===== src/rtl/ex_stage_pkg.sv =====
// Shared encodings and bundle layouts for the execute stage.
// Packed structs are listed MSB first, so member order fixes the bit offsets.
package ex_stage_pkg;

  typedef enum logic [5:0] {
    ALU_ADD = 6'b000000,
    ALU_SUB = 6'b000001,
    ALU_AND = 6'b011000,
    ALU_OR  = 6'b011110,
    ALU_XOR = 6'b010110,
    ALU_NOR = 6'b010001,
    ALU_A   = 6'b011010,
    ALU_SLL = 6'b100000,
    ALU_SRL = 6'b100001,
    ALU_SRA = 6'b100011,
    ALU_EQ  = 6'b110011,
    ALU_NEQ = 6'b110001,
    ALU_LT  = 6'b110101,
    ALU_LEZ = 6'b111101,
    ALU_LTZ = 6'b111011,
    ALU_GTZ = 6'b111111
  } alu_fun_e;

  typedef enum logic [1:0] {
    REGDST_RD = 2'b00,
    REGDST_RT = 2'b01,
    REGDST_RA = 2'b10,
    REGDST_XP = 2'b11
  } reg_dst_e;

  typedef enum logic [1:0] {
    MTR_ALU  = 2'b00,
    MTR_MEM  = 2'b01,
    MTR_PC   = 2'b10,
    MTR_RSVD = 2'b11
  } mem_to_reg_e;

  localparam logic [4:0] REG_RA = 5'd31;
  localparam logic [4:0] REG_XP = 5'd26;

  // ID_EX: 230 bits
  typedef struct packed {
    reg_dst_e    reg_dst;    // [229:228]
    logic        branch;     // [227]
    logic [31:0] imm32;      // [226:195]
    logic [4:0]  shamt;      // [194:190]
    logic [31:0] pc_plus4;   // [189:158]
    logic        lu_op;      // [157]
    logic [31:0] lu_data;    // [156:125]
    mem_to_reg_e mem_to_reg; // [124:123]
    logic        reg_write;  // [122]
    logic        mem_read;   // [121]
    logic        mem_write;  // [120]
    logic [31:0] target;     // [119:88]
    logic        alu_src1;   // [87]
    logic        alu_src2;   // [86]
    logic [5:0]  alu_fun;    // [85:80]
    logic        sign;       // [79]
    logic [4:0]  rd;         // [78:74]
    logic [4:0]  rt;         // [73:69]
    logic [4:0]  rs;         // [68:64]
    logic [31:0] rt_data;    // [63:32]
    logic [31:0] rs_data;    // [31:0]
  } id_ex_t;

  // EX_MEM: 106 bits
  typedef struct packed {
    logic [31:0] pc_plus4;   // [105:74]
    mem_to_reg_e mem_to_reg; // [73:72]
    logic        reg_write;  // [71]
    logic        mem_read;   // [70]
    logic        mem_write;  // [69]
    logic [4:0]  write_reg;  // [68:64]
    logic [31:0] store_data; // [63:32]
    logic [31:0] result;     // [31:0]
  } ex_mem_t;

endpackage


===== src/rtl/ex_stage_forwarding_unit.sv =====
// Operand bypass for the execute stage: EX_MEM beats MEM_WB, register $0 never forwards.
module forwarding_unit (
  input  logic        ex_mem_reg_write,
  input  logic        ex_mem_mem_read,
  input  logic [4:0]  ex_mem_rd,
  input  logic [31:0] ex_mem_data,
  input  logic        mem_wb_reg_write,
  input  logic [4:0]  mem_wb_write_reg,
  input  logic [31:0] mem_wb_data,
  input  logic [4:0]  rs,
  input  logic [31:0] rs_data,
  input  logic [4:0]  rt,
  input  logic [31:0] rt_data,
  output logic [31:0] fwd_rs,
  output logic [31:0] fwd_rt
);

  // A load in EX_MEM has no data yet; the load-use stall in decode covers it.
  function automatic logic [31:0] select(input logic [4:0] src, input logic [31:0] dflt);
    if (ex_mem_reg_write && !ex_mem_mem_read && ex_mem_rd == src && src != 5'd0)
      return ex_mem_data;
    else if (mem_wb_reg_write && mem_wb_write_reg == src && src != 5'd0)
      return mem_wb_data;
    else
      return dflt;
  endfunction

  assign fwd_rs = select(rs, rs_data);
  assign fwd_rt = select(rt, rt_data);

endmodule


===== src/rtl/ex_stage.sv =====
// Execute stage: operand forwarding, ALU/shift/compare, branch resolution,
// and the EX_MEM pipeline register.
module ex_stage
  import ex_stage_pkg::*;
#(
  parameter int EX_MEM_W = 106,
  parameter int ID_EX_W  = 230
) (
  input  logic                clk,
  input  logic                reset,
  input  logic [ID_EX_W-1:0]  ID_EX,
  input  logic                MEM_WB_RegWrite,
  input  logic [4:0]          MEM_WB_WriteReg,
  input  logic [31:0]         MEM_WB_RegWriteData,
  output logic [4:0]          ID_EX_Rt,
  output logic                ID_EX_MemRead,
  output logic [4:0]          EX_MEM_Rd,
  output logic [31:0]         EX_MEM_RdData,
  output logic                EX_MEM_RegWrite,
  output logic                PCSrcB,
  output logic [31:0]         branch_address,
  output logic                ID_Flush,
  output logic [EX_MEM_W-1:0] EX_MEM
);

  id_ex_t      id;
  ex_mem_t     ex_mem_q;
  ex_mem_t     ex_mem_d;
  logic [31:0] fwd_rs;
  logic [31:0] fwd_rt;
  logic [31:0] op_a;
  logic [31:0] op_b;
  logic [31:0] alu_res;

  assign id = id_ex_t'(ID_EX);

  forwarding_unit u_fwd (
    .ex_mem_reg_write (ex_mem_q.reg_write),
    .ex_mem_mem_read  (ex_mem_q.mem_read),
    .ex_mem_rd        (ex_mem_q.write_reg),
    .ex_mem_data      (EX_MEM_RdData),
    .mem_wb_reg_write (MEM_WB_RegWrite),
    .mem_wb_write_reg (MEM_WB_WriteReg),
    .mem_wb_data      (MEM_WB_RegWriteData),
    .rs               (id.rs),
    .rs_data          (id.rs_data),
    .rt               (id.rt),
    .rt_data          (id.rt_data),
    .fwd_rs           (fwd_rs),
    .fwd_rt           (fwd_rt)
  );

  assign op_a = id.alu_src1 ? {27'b0, id.shamt} : fwd_rs;
  assign op_b = id.alu_src2 ? id.imm32 : fwd_rt;

  always_comb begin
    alu_res = '0;
    case (id.alu_fun)
      ALU_ADD: alu_res = op_a + op_b;
      ALU_SUB: alu_res = op_a - op_b;
      ALU_AND: alu_res = op_a & op_b;
      ALU_OR:  alu_res = op_a | op_b;
      ALU_XOR: alu_res = op_a ^ op_b;
      ALU_NOR: alu_res = ~(op_a | op_b);
      ALU_A:   alu_res = op_a;
      ALU_SLL: alu_res = op_b << op_a[4:0];
      ALU_SRL: alu_res = op_b >> op_a[4:0];
      ALU_SRA: alu_res = $unsigned($signed(op_b) >>> op_a[4:0]);
      ALU_EQ:  alu_res = {31'b0, op_a == op_b};
      ALU_NEQ: alu_res = {31'b0, op_a != op_b};
      ALU_LT:  alu_res = {31'b0, id.sign ? ($signed(op_a) < $signed(op_b)) : (op_a < op_b)};
      ALU_LEZ: alu_res = {31'b0, op_a[31] | (op_a == '0)};
      ALU_LTZ: alu_res = {31'b0, op_a[31]};
      ALU_GTZ: alu_res = {31'b0, ~op_a[31] & (op_a != '0)};
      default: alu_res = '0;
    endcase
  end

  always_comb begin
    ex_mem_d            = '0;
    ex_mem_d.result     = id.lu_op ? id.lu_data : alu_res;
    ex_mem_d.store_data = fwd_rt;
    ex_mem_d.mem_write  = id.mem_write;
    ex_mem_d.mem_read   = id.mem_read;
    ex_mem_d.reg_write  = id.reg_write;
    ex_mem_d.mem_to_reg = id.mem_to_reg;
    ex_mem_d.pc_plus4   = id.pc_plus4;
    case (id.reg_dst)
      REGDST_RD: ex_mem_d.write_reg = id.rd;
      REGDST_RT: ex_mem_d.write_reg = id.rt;
      REGDST_RA: ex_mem_d.write_reg = REG_RA;
      REGDST_XP: ex_mem_d.write_reg = REG_XP;
      default:   ex_mem_d.write_reg = id.rd;
    endcase
  end

  always_ff @(posedge clk) begin
    if (reset) ex_mem_q <= '0;
    else       ex_mem_q <= ex_mem_d;
  end

  assign EX_MEM          = ex_mem_q;
  assign EX_MEM_Rd       = ex_mem_q.write_reg;
  assign EX_MEM_RegWrite = ex_mem_q.reg_write;
  // jal/jalr carry the link address, not the ALU result, as their writeback value.
  assign EX_MEM_RdData   = (ex_mem_q.mem_to_reg == MTR_PC) ? ex_mem_q.pc_plus4 : ex_mem_q.result;
  assign ID_EX_Rt        = id.rt;
  assign ID_EX_MemRead   = id.mem_read;
  assign PCSrcB          = id.branch & alu_res[0];
  assign ID_Flush        = PCSrcB;
  assign branch_address  = id.target;

endmodule


===== config.mk =====
export PLATFORM = sky130hd
export DESIGN_NAME = ex_stage
export DESIGN_NICKNAME = d
export VERILOG_FILES = /design/src/rtl/ex_stage_pkg.sv /design/src/rtl/ex_stage_forwarding_unit.sv /design/src/rtl/ex_stage.sv
export SDC_FILE = /design/constraint.sdc
export NUM_CORES = 1
export LEC_CHECK = 0
export CAP_MARGIN = 25
export CORE_AREA = 2 2 180 182
export DETAILED_ROUTE_END_ITERATION = 8
export DIE_AREA = 0 0 182 184
export PLACE_DENSITY = 0.83
export SYNTH_ARGS = -nofsm -noshare
export SYNTH_HDL_FRONTEND = slang
export SYNTH_HIERARCHICAL = 1
export SYNTH_SLANG_ARGS = --single-unit

===== constraint.sdc =====
create_clock -name clk -period 16 [get_ports clk]
set_input_delay 3.2 -clock clk [delete_from_list [all_inputs] [get_ports clk]]
set_output_delay 3.2 -clock clk [all_outputs]
set_load 0.005 [all_outputs]

==> impl_metrics.env <==
export IMPL_slowest_delay_ns=0.75
export IMPL_pwr_share_comb_pct=55.5
export IMPL_tightestPinTransition_ns=1.33
export IMPL_yosysTopAreaCell="dfxtp_1"
export IMPL_syn_num_nets=2491
export IMPL_slew_violations=0
export IMPL_dieArea_um2=33500
export IMPL_avgSynthCellArea_um2=7.40
export IMPL_hold_viol=0
export IMPL_finalSetupTns_ns=0
export IMPL_wirelength_um=82000
export IMPL_clkPwrFrac_pct=20.4
export IMPL_mappedNetlistArea_um2=15700
export IMPL_final_setup_skew_ns=0.0226
export IMPL_area_sequential_um2=2120
export IMPL_synth_edf_count=0
export IMPL_cts_hold_buf=0
export IMPL_postSynthCellCount=2117
export IMPL_clk_pin_slew_worst_paths_ns=0.07
export IMPL_startpoint="ID_EX[73]"
export IMPL_min_path_type="reg -> reg"
export IMPL_arrival_ns=10.04
export IMPL_core_region_area_um2=31400
export IMPL_place_ws_ns=2.95
export IMPL_clockRootBuffer="clkbuf_16"
export IMPL_clock_path_buffers=2
export IMPL_synthDistinctLibCells=99
export IMPL_die_h_um=184
export IMPL_pwr_density_cell_nw_per_um2=61.4
export IMPL_seq_area_frac_synth_pct=13.6
export IMPL_grt_total_usage_pct=46.7
export IMPL_status="finished, final reports clean"
export IMPL_hpwl_um=63200
export IMPL_synth_seq_cells=106
export IMPL_multiInputGateArea_um2=12000
export IMPL_htree_levels=3
export IMPL_antenna_found_initial=12
export IMPL_cts_tree="built"
export IMPL_post_cts_buffers=0
export IMPL_cp_slowest_cell="nand4b_4"
export IMPL_relSlewSlack_pct=8.83
export IMPL_crit_path_end_kind="output pin"
export IMPL_net_switching_power_mw=0.536
export IMPL_synth_area_top_cells="dfxtp_1, mux2i_1, ha_1"
export IMPL_path_cells="clkdlybuf4s50_1 -> xor2_1 -> nor4_1 -> nand4b_4 -> buf_4 -> a21oi_2 -> mux2i_4 -> ha_1 -> and3_1 -> and3_2 -> nand2_2 -> or4_4 -> nor4_2 -> nor3_1 -> nor3_1 -> a311oi_1 -> or4_1 -> and2_1 -> clkdlybuf4s50_1"
export IMPL_placementRows=65
export IMPL_drtAntennaViolNets=0
export IMPL_routedWlPerCell_um=29.6
export IMPL_grt_pass1_vias=17701
export IMPL_maxCapViolations=0
export IMPL_finalSetupViolCount=0
export IMPL_drive_gt1_share_pct=10.0
export IMPL_gp_congestion=1.09
export IMPL_max_vdd_ir_drop_mv=0.0561
export IMPL_fin_crit_sh_pct=82.7
export IMPL_die_w_um=182
export IMPL_dr_pass1_iters=8
export IMPL_grt_max_degree=76
export IMPL_layout_setup_ws_ns=2.76
export IMPL_io_pins=454
export IMPL_syn_to_final_growth_pct=25.0
export IMPL_yosys_warnings=6
export IMPL_fin_nets=2730
export IMPL_p_leak_nw=8.07
export IMPL_grt_pass1_wl_um=117000
export IMPL_seq_power_share_pct=24.0
export IMPL_portBuffers=389
export IMPL_async_flop_share_pct=0
export IMPL_fillers=2813
export IMPL_cts_resized=0
export IMPL_p_int_mw=0.665
export IMPL_crit_required_ns=12.80
export IMPL_grt_setup_unrepaired="false"
export IMPL_holdCritStartpoint="EX_MEM[88]"
export IMPL_synth_ff_type="dfxtp_1"
export IMPL_max_freq_mhz=75.5
export IMPL_period_needed_ns=13.24
export IMPL_drcViolationCount=0
export IMPL_overflow=0
export IMPL_path_class="in -> out"
export IMPL_cts_sinks=106
export IMPL_vias=18994
export IMPL_synth_top_area_share_pct=13.6
export IMPL_startpoint_type="input pin"
export IMPL_start_util_pct=49.9
export IMPL_crit_fanout=41
export IMPL_switching_share_pct=44.6
export IMPL_total_power_mw=1.20
export IMPL_rr_startpoint="EX_MEM_Rd[4]"
export IMPL_cts_buffers_inserted=9
export IMPL_viasPerCell=6.85
export IMPL_clk_latency_ns=0.38
export IMPL_drt_iter0_drc=3117
[sequential cells by signal, indices dropped and copies added (netlist names)]
signal and count:
EX_MEM 100, EX_MEM_Rd 5, EX_MEM_RegWrite 1
[power groups by stage]
stage          clock network, mW  registers (mW)  logic [mW]
4_1_cts                    0.246           0.288       0.636
5_1_grt                    0.255           0.290       0.694
2_1_floorplan                  0           0.293       0.380
6_report                   0.245           0.289       0.667
3_5_place_dp                   0           0.295       0.632
3_3_place_gp                   0           0.294       0.629
[cells in the final DEF, fill, tap and decap left out, types with 12 or more instances in the layout]
cell and n:
clkdlybuf4s50_1 386, nor2_1 213, mux2i_1 179, nand2_1 175
a21oi_1 175, nor2b_1 108, dfxtp_1 106, o21ai_0 106
ha_1 102, inv_1 85, mux2_2 43, buf_4 41
nand3_1 39, nor3_1 31, a211oi_1 31, nor2_2 30
a21oi_2 28, o211ai_1 25, a221oi_1 19, o221ai_1 18
nor4_1 17, a21o_1 17, a221o_1 15, a22oi_1 15
nand4_1 14, a311oi_1 14, a31oi_1 14, o22ai_1 14
xor2_1 14, o31ai_1 13, a2111oi_0 13, xnor2_1 12
a22o_1 12
[critical path: cells and delay by family]
| family | cells | cell delay [ns] |
|---|---|---|
| XOR/XNOR | 1 | 0.21 |
| multiplexers | 1 | 0.13 |
| buffers and inverters | 3 | 1.52 |
| AND/OR/NAND/NOR | 11 | 4.01 |
| adder cells (fa/ha/maj) | 1 | 0.65 |
| AO/OA/AOI/OAI | 2 | 0.31 |
[cell usage after synthesis (43+ instances only)]
cell type and count:
nand2_1 176, o21ai_0 106, nor2b_1 110, a21oi_1 175
buf_4 56, mux2_2 43, dfxtp_1 106, mux2i_1 180
inv_1 85, nor2_1 214, clkbuf_1 89, ha_1 102
[cell type report]
class | instances | area share [%]
Antenna cell | 9 | 0.115
Clock buffer | 9 | 1.15
Clock inverter | 7 | 0.428
Inverter | 95 | 1.83
Multi-Input combinational cell | 1713 | 61.5
Sequential cell | 106 | 10.8
Tap cell | 402 | 2.57
Timing Repair Buffer | 431 | 21.5
[cell families after synthesis]
kind of cell / Yosys count / share of synthesized area (%)
DFF: 106 / 13.6
xor gates and xnor gates: 26 / 1.45
AOI/OAI and AO/OA: 639 / 28.2
and+or+nand+nor: 704 / 22.0
muxes: 240 / 16.5
buffers and inverters: 298 / 9.87
adders and majority gates: 104 / 8.41
[final timing paths]
kind	endpoint	slack [ns]	depth (start not counted)
setup / recovery	ID_Flush	2.76	19
hold / removal	EX_MEM[46]	0.85	4
setup reg to reg	EX_MEM[31]	8.65	16
hold reg to reg	EX_MEM[46]	0.85	4
[through the flow]
step           util [%]  hold WS, ns  area (um^2)  std cells
2_1_floorplan         -        0.789        15700       2117
3_3_place_gp       61.2        0.802        19200       2746
3_5_place_dp       61.2        0.820        19200       2746
4_1_cts            62.2        0.845        19500       2762
5_1_grt            62.4        0.912        19600       2772
6_report           62.4        0.850        19600       2772
[per-layer routing]
layer,global-route usage (%),share of wire [%]
met5,0,0.051
met2,68.2,41
met3,16.5,15
met4,22.3,5.0
met1,60.9,38
Power figures use the tool's default switching activity.
